==> config.mk <==
export PLATFORM = sky130hd
export DESIGN_NAME = pingpong_line_buffer_ctrl
export DESIGN_NICKNAME = d
export VERILOG_FILES = /design/src/rtl/pingpong_line_buffer_ctrl.sv
export SDC_FILE = /design/constraint.sdc
export NUM_CORES = 1
export LEC_CHECK = 0
export BUFFER_PORTS_ARGS = -buffer_cell sky130_fd_sc_hd__buf_2
export CORE_MARGIN = 8
export CORE_UTILIZATION = 30
export CTS_CLUSTER_DIAMETER = 100
export DETAILED_ROUTE_END_ITERATION = 7
export PLACE_DENSITY_LB_ADDON = 0.15
export SLEW_MARGIN = 40
export SYNTH_ARGS = -nofsm -noshare
export SYNTH_HDL_FRONTEND = slang
export SYNTH_SLANG_ARGS = --single-unit
==> constraint.sdc <==
create_clock -name PCLK -period 1.89 [get_ports PCLK]
set_input_delay 0.189 -clock PCLK [delete_from_list [all_inputs] [get_ports PCLK]]
set_output_delay 0.189 -clock PCLK [all_outputs]
set_load 0.03 [all_outputs]
==> src/rtl/pingpong_line_buffer_ctrl.sv <==
// Write-side ping-pong scheduler: packs HSYNC-framed lines into two RAM banks,
// hands each full bank to the wavelet core via BANK_RDY/BANK_ACK, flags drops and bad lines.
module pingpong_line_buffer_ctrl #(
  parameter int IMG_WIDTH  = 512,
  parameter int IMG_HEIGHT = 512,
  parameter int BANK_LINES = 16,
  parameter int DATA_W     = 16,
  parameter int ADDR_W     = 13
) (
  input  logic              PCLK,
  input  logic              RST,
  input  logic              HSYNC,
  input  logic [DATA_W-1:0] Pixel_DATA,
  input  logic [1:0]        BANK_ACK,
  output logic              WR_EN,
  output logic              WR_BANK,
  output logic [ADDR_W-1:0] WR_ADDR,
  output logic [DATA_W-1:0] WR_DATA,
  output logic [1:0]        BANK_RDY,
  output logic              FRAME_END,
  output logic              OVERFLOW,
  output logic              LINE_ERR
);

  localparam int COL_W = $clog2(IMG_WIDTH + 1);
  localparam int BL_W  = $clog2(BANK_LINES + 1);
  localparam int FL_W  = $clog2(IMG_HEIGHT + 1);

  typedef enum logic [1:0] {S_SYNC, S_FILL, S_WAIT} state_t;

  state_t            state, state_nxt;
  logic              hsync_d;
  logic [COL_W-1:0]  col;
  logic [BL_W-1:0]   bank_line;
  logic [FL_W-1:0]   frame_line;
  logic [ADDR_W-1:0] line_base;
  logic              active;

  logic       line_start, line_end, counting, col_ok;
  logic       accept, wr_now, drop_start, frame_done, fill_end, bank_done, len_err;
  logic [1:0] rdy_eff, rdy_nxt;

  // NOTE: hsync_d is deliberately left out of reset so that a line in flight
  // across reset is not mistaken for a fresh line start once reset releases.
  always_ff @(posedge PCLK) begin
    hsync_d <= HSYNC;
  end

  // State register
  always_ff @(posedge PCLK) begin
    if (RST) state <= S_SYNC;
    else     state <= state_nxt;
  end

  // Event decode; an ACK this cycle already frees its bank for the decisions below
  always_comb begin
    // NOTE: every always_comb output gets a default first so no latch is inferred.
    rdy_nxt    = '0;
    line_start = HSYNC & ~hsync_d;
    line_end   = ~HSYNC & hsync_d;
    rdy_eff    = BANK_RDY & ~BANK_ACK;
    counting   = (state != S_SYNC);
    col_ok     = (col < COL_W'(IMG_WIDTH));
    accept     = line_start && ((state == S_SYNC) ||
                                ((state == S_WAIT) && !rdy_eff[active]));
    wr_now     = HSYNC && col_ok && ((state == S_FILL) || accept);
    drop_start = (state == S_WAIT) && line_start && rdy_eff[active];
    frame_done = counting && line_end && (frame_line == FL_W'(IMG_HEIGHT - 1));
    fill_end   = (state == S_FILL) && line_end;
    bank_done  = fill_end && ((bank_line == BL_W'(BANK_LINES - 1)) || frame_done);
    len_err    = counting && ((HSYNC && !col_ok) || (line_end && col_ok));
    rdy_nxt    = rdy_eff;
    if (bank_done) rdy_nxt[active] = 1'b1;
  end

  // Next-state logic
  always_comb begin
    state_nxt = state;
    unique case (state)
      S_SYNC:  if (line_start) state_nxt = S_FILL;
      S_FILL:  if (bank_done && rdy_eff[~active]) state_nxt = S_WAIT;
      S_WAIT:  if (accept) state_nxt = S_FILL;
      default: state_nxt = S_SYNC;
    endcase
  end

  // Counters and registered outputs
  always_ff @(posedge PCLK) begin
    if (RST) begin
      col        <= '0;
      bank_line  <= '0;
      frame_line <= '0;
      line_base  <= '0;
      active     <= 1'b0;
      BANK_RDY   <= '0;
      WR_EN      <= 1'b0;
      WR_BANK    <= 1'b0;
      WR_ADDR    <= '0;
      WR_DATA    <= '0;
      FRAME_END  <= 1'b0;
      OVERFLOW   <= 1'b0;
      LINE_ERR   <= 1'b0;
    end else begin
      // col saturates at IMG_WIDTH so over-long lines cannot wrap into valid addresses
      if (line_end)                               col <= '0;
      else if (HSYNC && col != COL_W'(IMG_WIDTH)) col <= col + 1'b1;

      if (counting && line_end)
        frame_line <= frame_done ? '0 : frame_line + 1'b1;

      if (bank_done) begin
        bank_line <= '0;
        line_base <= '0;
        active    <= ~active;
      end else if (fill_end) begin
        bank_line <= bank_line + 1'b1;
        line_base <= line_base + ADDR_W'(IMG_WIDTH);
      end

      BANK_RDY <= rdy_nxt;
      WR_EN    <= wr_now;
      if (wr_now) begin
        WR_BANK <= active;
        WR_ADDR <= line_base + ADDR_W'(col);
        WR_DATA <= Pixel_DATA;
      end
      FRAME_END <= frame_done;
      OVERFLOW  <= OVERFLOW | drop_start;
      LINE_ERR  <= LINE_ERR | len_err;
    end
  end

endmodule
==> results of run 1 <==
[flip-flops by register name, indices dropped and copies added, names as in the netlist]
signal / flops
BANK_RDY: 2
FRAME_END: 1
LINE_ERR: 1
OVERFLOW: 1
WR_ADDR: 13
WR_BANK: 1
WR_DATA: 16
WR_EN: 1
active: 1
bank_line: 5
col: 10
frame_line: 10
hsync_d: 1
line_base: 4
state: 2
[metrics by stage]
step | setup WS (ps) | instances | util, %
6_report | 205.7 | 540 | 37.42
5_1_grt | 18.68 | 540 | 37.42
4_1_cts | 187.9 | 540 | 37.42
3_5_place_dp | 192.8 | 524 | 35.36
3_3_place_gp | 249.3 | 524 | 35.36
2_1_floorplan | 306.0 | 346 | -
[area by class of cell]
| cell class | count | area, um^2 | share of cell area (%) |
|---|---|---|---|
| clock buffer | 9 | 123.9 | 3.419 |
| clock inverter | 7 | 75.07 | 2.072 |
| inverter | 10 | 37.54 | 1.036 |
| multi-input combinational | 246 | 1471 | 40.61 |
| sequential | 69 | 1381 | 38.12 |
| tap | 133 | 166.4 | 4.593 |
| timing repair buffer | 66 | 367.9 | 10.15 |
[where the power goes]
| part | total (mW) | internal [mW] | switching, mW |
|---|---|---|---|
| sequential | 1.51 | 1.49 | 0.0198 |
| clock | 1.21 | 0.616 | 0.590 |
| combinational | 0.261 | 0.0889 | 0.172 |
| total | 2.97 | 2.19 | 0.782 |
[cell families after synthesis]
kind of cell    after synthesis  share of synthesized area [%]
compound gates               91                          17.36
xor+xnor                     19                          5.605
fa+ha+maj                     8                          3.371
buf+inv                      31                          4.046
flops                        69                          46.52
mux                           5                          1.728
simple gates                123                          21.37
[cell usage in the layout (no fill, tap or decap), types with 10 or more instances in the layout]
cell type,netlist,final
a21oi_1,41,41
buf_2,2,56
dfxtp_1,69,69
inv_1,10,10
nand2_1,15,15
nand3_1,33,33
nor2_1,29,29
o21ai_0,35,34
xnor2_1,10,10
[critical path, cell delays in order (launching register included)]
cell and delay (ps):
dfxtp_1 360, ha_1 170, nand3_1 190, o31ai_1 410, a21o_1 360, nor2_1 90
[final timing paths]
kind | depth (start not counted) | slack (ps) | endpoint
worst max-delay path | 5 | 210 | line_base[9]$_SDFFE_PP0P_
worst min register to register | 2 | 470 | frame_line[1]$_SDFFE_PP0P_
worst min-delay path | 3 | 90 | WR_DATA[2]$_SDFFE_PP0P_
worst max register to register | 5 | 210 | line_base[9]$_SDFFE_PP0P_
[routing by layer]
layer | share of wire [%] | vias up | global-route usage [%]
met4 | 1.1 | 0 | 4.991
met2 | 48 | 28 | 18.99
met3 | 3.1 | 8 | 2.814
li1 | - | 1334 | -
met5 | 0 | - | 0
met1 | 48 | 1212 | 14.15
==> summary.txt, run 1 <==
Clocking
  • Cell chosen for the clock root: clkbuf_8
  • Buffer depth of the longest clock path: 2
  • Post-CTS Resized: 0
  • Clock latency at the later pin of the worst-skew pair: around 340 ps
  • Clock transition at path regs: 80 ps
  • CTS tree: yes
  • Post-CTS Setup Repair Bufs: 0
  • Clock buffers created by TritonCTS: 9
  • H-tree levels: 3
  • Number of hold buffers added after CTS: 0
  • Clock sinks: 69

STA
  • Post-layout min period: 1684 ps
  • Final number of max-transition violations: 0
  • Fmax: slightly below 0.6 GHz
  • TNS Setup: 0 ps
  • Setup Viol. Count Final: 0
  • Worst-Margin Slew: about 400 ps
  • Max transition margin: 72.90%
  • Final hold viol count: 0
  • RSZ-0062 raised after global routing: false
  • Final worst-path cycle share: 89.12%
  • Clk_skew: between 10 and 15 ps
  • Hold_ws: around 88 ps

Pwr
  • Power Total: around 3.0 mW
  • Leakage power: 1.412 nW
  • Pwr dens: 820.7 mW/mm^2
  • Worst VDD drop: 353.1 uV

Setup path
  • Worst-path fanout max: 9
  • Setup CP Type: reg -> reg
  • Worst r2r src: frame_line[0]$_SDFFE_PP0P_
  • Required @ worst endpoint: between 2000 and 2500 ps
  • Crit. End Element: flip-flop
  • CP Launch Point: frame_line[0]$_SDFFE_PP0P_
  • Worst Path Arrival: about 1900 ps
  • Crit path launch type: flip-flop

Finish
  • # diodes: 0
  • Filler cells: ~1100
  • Layout cells sized above 1: between 20% and 30%
  • Design Area, Final: ~0.0036 mm^2
  • Area Overhead vs Synth: 22.04%
  • Nets: 431

Logic synthesis
  • Synthesized area: around 0.0030 mm^2
  • Syn_area_per_cell: approximately 8.6 um^2
  • Sequential share of the synthesized area: between 40% and 50%
  • Number of synthesized flops with an enable pin: 0
  • Post-synthesis cell count: roughly 350
  • Synth top area share: around 47%
  • Synth cell types: 42
  • Syn. warnings: 0
  • Ys flop type: dfxtp_1
  • #FFs+latches synth: between 60 and 70
  • Count leader, synth: dfxtp_1
  • Yosys top cell by area: dfxtp_1
  • Synth cell count leaders: 69 x dfxtp_1, 41 x a21oi_1, 35 x o21ai_0
  • Net count after synthesis: between 300 and 400
  • Synth top area cells: dfxtp_1 47%, a21oi_1 6.9%, o21ai_0 5.9%, nand3_1 5.6%, nor2_1 3.7%
  • FFs w/ async S/R, synth: 0%

Routing
  • ANT nets after route: 0
  • Drt wl/cell: between 10 and 15 um
  • Vias after detailed routing: roughly 2600
  • Violation count after the first detailed-route iteration: approximately 90
  • TritonRoute pass-1 iters: 4
  • Drt total wl: ~7500 um
  • Drc violations: 0
  • Vias per cell: 4.781

Die
  • Cell Rows: 36
  • Core Area: between 0.009 and 0.01 mm^2
  • Initial core utilization: between 30 and 40%
  • Die extent in y: between 100 and 150 um
  • Die Wd: ~120 um
  • Die area: 0.01334 mm^2
  • Io pins: 57

Placed design
  • HPWL after DPL: roughly 5500 um
  • Final RePlAce weighted congestion: roughly 0.74
  • Port bufs: 56
  • Placed Area: between 0.003 and 0.004 mm^2

Worst hold path
  • Hold wc startpoint: Pixel_DATA[2]
  • Worst min path class: in -> reg

Outcome
  • Outcome: finished clean

Global routing
  • Overall Global Routing Usage: between 10% and 20%
  • Global route total overflow: 0
  • Largest net degree at the start of global routing: 33
  • Global-route wire length before repair: ~12000 um
  • Antenna violations before repair: 0
  • Number of global-route vias before repair: approximately 2500

Run
  • # Max-Cap Violations: 0
(Power assumes the default switching activity.)
==> run 2: changes to the inputs <==
--- a/config.mk
+++ b/config.mk
@@ -5,7 +5,7 @@
 export SDC_FILE = /design/constraint.sdc
 export NUM_CORES = 1
 export LEC_CHECK = 0
-export BUFFER_PORTS_ARGS = -buffer_cell sky130_fd_sc_hd__buf_2
+export BUFFER_PORTS_ARGS = -buffer_cell sky130_fd_sc_hd__buf_4
 export CORE_MARGIN = 8
 export CORE_UTILIZATION = 30
 export CTS_CLUSTER_DIAMETER = 100
==> summary.txt, run 2 (synthesized netlist as in run 1, its figures left out) <==
Finish
  • Filler cells: 1020
  • Commonest non-fill, non-tap cell in the layout: dfxtp_1
  • Max reg flops: 16
  • Area Overhead vs Synth: 25.62%
  • Nets: roughly 430
  • Largest registers: WR_DATA: 16 flops, WR_ADDR: 13 flops
  • # diodes: 0
  • Layout cells sized above 1: between 20% and 30%
  • Most frequent cells in the layout: 69 x dfxtp_1, 63 x buf_4, 41 x a21oi_1
  • Top reg by flops: WR_DATA

STA
  • Hold_ws: roughly 70 ps
  • Max transition margin: roughly 74%
  • Final number of max-transition violations: 0
  • Final hold viol count: 0
  • TNS Setup: 0 ps
  • Setup ws final: 142.9 ps
  • Fmax: around 0.57 GHz
  • Post-layout min period: between 1500 and 2000 ps
  • Final worst-path cycle share: 92.44%
  • Clk_skew: ~8.4 ps
  • Worst-Margin Slew: between 300 and 400 ps
  • RSZ-0062 raised after global routing: false
  • Setup Viol. Count Final: 0

Pwr
  • Sequential share of power: between 50% and 60%
  • Leakage power: approximately 1.4 nW
  • Clock power frac: 38.9%
  • Switching portion of total power: roughly 25%
  • Pwr dens: 786.8 mW/mm^2
  • P_sw: 738.1 uW
  • Internal power: around 2.2 mW
  • Combinational power share: under 10%
  • Worst VDD drop: roughly 300 uV

Clocking
  • Cell chosen for the clock root: clkbuf_8
  • Clock buffers created by TritonCTS: 9
  • Clock sinks: 69
  • Clock transition at path regs: around 70 ps
  • Number of hold buffers added after CTS: 0
  • H-tree levels: 3
  • Post-CTS Setup Repair Bufs: 0
  • CTS tree: yes
  • Buffer depth of the longest clock path: 2
  • Post-CTS Resized: 0
  • Clock latency at the later pin of the worst-skew pair: ~330 ps

Routing
  • Vias per cell: 4.723
  • Drt total wl: approximately 7600 um
  • Drt wl/cell: 14.09 um
  • ANT nets after route: 0
  • Drc violations: 0
  • Violation count after the first detailed-route iteration: 107
  • TritonRoute pass-1 iters: 4
  • Vias after detailed routing: about 2500

Setup path
  • Slowest cell delay on critical path: 400 ps
  • Worst path bufs/invs: 0
  • Highest-delay cell along the critical path: o31ai_1
  • Worst r2r src: frame_line[0]$_SDFFE_PP0P_
  • Critical path cell sequence: ha_1 -> nand3_1 -> o31ai_1 -> a21o_1 -> a211oi_1
  • Setup CP Type: reg -> reg
  • R2r endpoint: bank_line[4]$_SDFFE_PP0P_
  • Required @ worst endpoint: roughly 2100 ps
  • Flop-to-flop setup slack: around 140 ps
  • Worst Path Arrival: 1950 ps
  • Delay-heaviest family, CP: compound AO/OA/AOI/OAI gates
  • Worst-path fanout max: 9
  • Reg2Reg Depth: 5
  • Crit. End Element: flip-flop
  • Crit path launch type: flip-flop

Die
  • Die extent in y: 115.5 um
  • Die area: around 0.013 mm^2
  • Core Area: roughly 0.0097 mm^2
  • Cell Rows: 36
  • Die Wd: about 120 um
  • Io pins: 57
  • Initial core utilization: between 30% and 40%

Placed design
  • Setup WS pre-CTS: around 180 ps
  • Port bufs: 56
  • Final RePlAce weighted congestion: approximately 0.74
  • HPWL after DPL: approximately 5300 um

Worst hold path
  • Hold Path Depth: 1
  • WHS Endpoint: hsync_d$_DFF_P_
  • Hold wc startpoint: HSYNC
  • Worst min path class: in -> reg

Global routing
  • Global route total overflow: 0
  • Overall Global Routing Usage: a little under an eighth
  • Global-route wire length before repair: ~12000 um
  • Largest net degree at the start of global routing: 33
  • Antenna violations before repair: 0
  • Number of global-route vias before repair: roughly 2500

Run
  • # Max-Cap Violations: 0

Outcome
  • Outcome: finished clean
[run 2: cell count changes in the layout (fill, tap and decap cells not counted)]
cell        before  now
buf_2           56    0
clkbuf_1         0    1
clkinv_2         2    3
clkinv_4         1    0
buf_4            9   63
inv_8            1    0
clkinvlp_4       2    1
[run 2: power groups by stage]
stage	logic, mW	clock network (mW)	registers [mW]
4_1_cts	0.290	1.20	1.51
3_5_place_dp	0.289	0	1.54
3_3_place_gp	0.287	0	1.54
6_report	0.285	1.14	1.51
2_1_floorplan	0.119	0	1.59
5_1_grt	0.312	1.26	1.51
[run 2: per-layer routing]
layer  vias to the layer above  global-route usage, %  wire length (um)
met3                         5                  3.752               221
met2                        28                  19.46              3705
met1                      1174                  14.19              3579
met5                         -                      0                 0
li1                       1329                      -                 -
met4                         0                  3.415                60
[run 2: worst max-delay path by stage]
stage               slack, ps                       start  cells after the start                        end
finish                    140  frame_line[0]$_SDFFE_PP0P_                      5  bank_line[4]$_SDFFE_PP0P_
global route                5  frame_line[0]$_SDFFE_PP0P_                      5  bank_line[0]$_SDFFE_PP0P_
CTS                       160  frame_line[0]$_SDFFE_PP0P_                      5  bank_line[4]$_SDFFE_PP0P_
detailed placement        180  frame_line[0]$_SDFFE_PP0P_                      5  bank_line[4]$_SDFFE_PP0P_
global placement          250  frame_line[0]$_SDFFE_PP0P_                      5  bank_line[4]$_SDFFE_PP0P_
floorplan                 310   bank_line[0]$_SDFFE_PP0P_                      8  bank_line[4]$_SDFFE_PP0P_
[run 2: cell type report]
class,instances,area (um^2),area share [%]
Sequential cell,69,1381,37.03
Tap cell,133,166.4,4.462
Inverter,10,37.54,1.006
Clock inverter,5,52.55,1.409
Clock buffer,10,127.6,3.422
Timing Repair Buffer,64,493.0,13.22
Multi-Input combinational cell,246,1471,39.45
[run 2: through the flow]
stage	cells	instance area, um^2	util [%]	power [mW]
6_report	537	3730	38.51	2.935
5_1_grt	537	3730	38.51	3.081
4_1_cts	537	3730	38.51	3.000
3_5_place_dp	522	3550	36.65	1.832
3_3_place_gp	522	3550	36.65	1.830
2_1_floorplan	346	2969	-	1.710
==> run 3: changes to the inputs <==
--- a/config.mk
+++ b/config.mk
@@ -6,9 +6,10 @@
 export NUM_CORES = 1
 export LEC_CHECK = 0
 export BUFFER_PORTS_ARGS = -buffer_cell sky130_fd_sc_hd__buf_4
+export CELL_PAD_IN_SITES_DETAIL_PLACEMENT = 1
+export CELL_PAD_IN_SITES_GLOBAL_PLACEMENT = 1
 export CORE_MARGIN = 8
 export CORE_UTILIZATION = 30
-export CTS_CLUSTER_DIAMETER = 100
 export DETAILED_ROUTE_END_ITERATION = 7
 export PLACE_DENSITY_LB_ADDON = 0.15
 export SLEW_MARGIN = 40
==> summary.txt, run 3 (synthesized netlist as in run 1, its figures left out) <==
Outcome
  • Outcome: finished clean

Finish
  • Top reg by flops: WR_DATA
  • Most frequent cells in the layout: 69 x dfxtp_1, 59 x buf_4, 41 x a21oi_1
  • Area Overhead vs Synth: 27.26%
  • Max reg flops: 16
  • Fin util: 39.02%
  • Largest registers: WR_DATA: 16 flops, WR_ADDR: 13 flops
  • # diodes: 0
  • Layout cells sized above 1: a little over a fifth
  • Finished Layout Cells: roughly 540
  • Nets: 427
  • Commonest non-fill, non-tap cell in the layout: dfxtp_1

STA
  • Post-layout min period: approximately 1700 ps
  • Clk_skew: between 8 and 9 ps
  • TNS Setup: 0 ps
  • Final hold viol count: 0
  • Hold_ws: approximately 60 ps
  • RSZ-0062 raised after global routing: false
  • Final worst-path cycle share: between 80% and 90%
  • Final number of max-transition violations: 0
  • Worst-Margin Slew: 398.0 ps
  • Max transition margin: 73.40%
  • Fmax: 0.5997 GHz
  • Setup Viol. Count Final: 0
  • Setup ws final: 222.6 ps

Global routing
  • Overall Global Routing Usage: 12.89%
  • Global route total overflow: 0
  • Global-route wire length before repair: approximately 14000 um
  • GRT met3 Usage: under 10%
  • Largest net degree at the start of global routing: 33
  • Antenna violations before repair: 0
  • Met1 track demand over resource: between 10% and 20%
  • Global-route met2 utilization: a little over a fifth
  • Number of global-route vias before repair: roughly 2800
  • GRT busiest layer: met2

Routing
  • Drt total wl: 8184 um
  • Vias per cell: roughly 4.9
  • Drt wl/cell: 15.30 um
  • Drc violations: 0
  • Vias after detailed routing: around 2600
  • Violation count after the first detailed-route iteration: 76
  • TritonRoute pass-1 iters: 4
  • ANT nets after route: 0

Die
  • Io pins: 57
  • Die area: 0.01334 mm^2
  • Cell Rows: 36
  • Core Area: between 0.009 and 0.01 mm^2
  • Die extent in y: around 120 um
  • Die Wd: 115.5 um
  • Initial core utilization: about 31%

Clocking
  • Post-CTS Setup Repair Bufs: 0
  • Buffer depth of the longest clock path: 2
  • Cell chosen for the clock root: clkbuf_8
  • H-tree levels: 3
  • CTS tree: yes
  • Clock buffers created by TritonCTS: 9
  • Clock sinks: ~70
  • Clock latency at the later pin of the worst-skew pair: 340 ps
  • Clock transition at path regs: roughly 80 ps

Pwr
  • P_sw: around 750 uW
  • Internal power: 2.371 mW
  • Pwr dens: around 830 mW/mm^2
  • Leakage power: around 1.4 nW
  • Sequential share of power: between 40% and 50%
  • Switching portion of total power: between 20% and 30%
  • Worst VDD drop: between 300 and 400 uV
  • Clock power frac: between 40% and 50%
  • Combinational power share: a little under a tenth

Run
  • # Max-Cap Violations: 0

Setup path
  • Worst Path Arrival: approximately 1900 ps
  • Cell mode on critical path: ha_1
  • Worst path bufs/invs: 1
  • Critical path cell sequence: ha_1 -> and3_1 -> ha_1 -> inv_1 -> o31ai_2 -> a21o_1 -> a211oi_1
  • Highest-delay cell along the critical path: dfxtp_1
  • Required @ worst endpoint: 2150 ps
  • Worst-path fanout max: 9
  • Crit. End Element: flip-flop
  • Setup CP Type: reg -> reg
  • Slowest cell delay on critical path: 340 ps
  • Crit path launch type: flip-flop
  • Delay-heaviest family, CP: compound AO/OA/AOI/OAI gates
  • Flop-to-flop setup slack: about 220 ps

Placed design
  • Placed Cells: 520
  • Setup WS pre-CTS: 168.0 ps
  • HPWL after DPL: between 5000 and 6000 um
  • Port bufs: 56
  • Final RePlAce weighted congestion: ~0.74

Worst hold path
  • Worst min path class: in -> reg
-- run 3: changes by cell type in the layout (fill, tap and decap cells not counted), sizes merged --
cell / delta
bufinv: +1
clkinv: -2
buf: -2
clkbuf: +1
-- run 3: timing repair --
action,4_1_cts,5_1_grt
setup endpoints to repair,0,9
hold buffers,0,0
resized for setup,0,1
-- run 3: cell type report --
type,count,area (um^2)
inverter,10,37.54
multi-input combinational,246,1476
clock buffer,11,141.4
sequential,69,1381
tap,133,166.4
clock inverter,4,72.57
fill,1159,5906
timing repair buffer,62,503.0
-- run 3: worst paths after layout --
| path | start | depth (start not counted) | endpoint |
|---|---|---|---|
| setup / recovery | bank_line[0]$_SDFFE_PP0P_ | 7 | bank_line[4]$_SDFFE_PP0P_ |
| hold / removal | HSYNC | 1 | hsync_d$_DFF_P_ |
| setup reg to reg | bank_line[0]$_SDFFE_PP0P_ | 7 | bank_line[4]$_SDFFE_PP0P_ |
| hold reg to reg | frame_line[1]$_SDFFE_PP0P_ | 2 | frame_line[1]$_SDFFE_PP0P_ |
-- run 3: layer usage --
| layer | part of all wire (%) | routed length [um] | vias up |
|---|---|---|---|
| met5 | 0 | 0 | - |
| li1 | - | - | 1319 |
| met2 | 48 | 3928 | 32 |
| met1 | 47 | 3858 | 1245 |
| met4 | 0.76 | 62 | 0 |
| met3 | 4.1 | 335 | 5 |
-- run 3: through the flow --
step	cell area, um^2	power [mW]
3_5_place_dp	3560	1.837
2_1_floorplan	2969	1.710
3_3_place_gp	3560	1.832
6_report	3779	3.118
5_1_grt	3779	3.271
4_1_cts	3774	3.184
-- run 3: power by group through the flow --
stage          Clock [mW]  Combinational, mW  Sequential, mW
3_3_place_gp            0              0.289            1.54
2_1_floorplan           0              0.119            1.59
3_5_place_dp            0              0.293            1.54
5_1_grt              1.44              0.317            1.51
4_1_cts              1.38              0.294            1.51
6_report             1.32              0.286            1.51
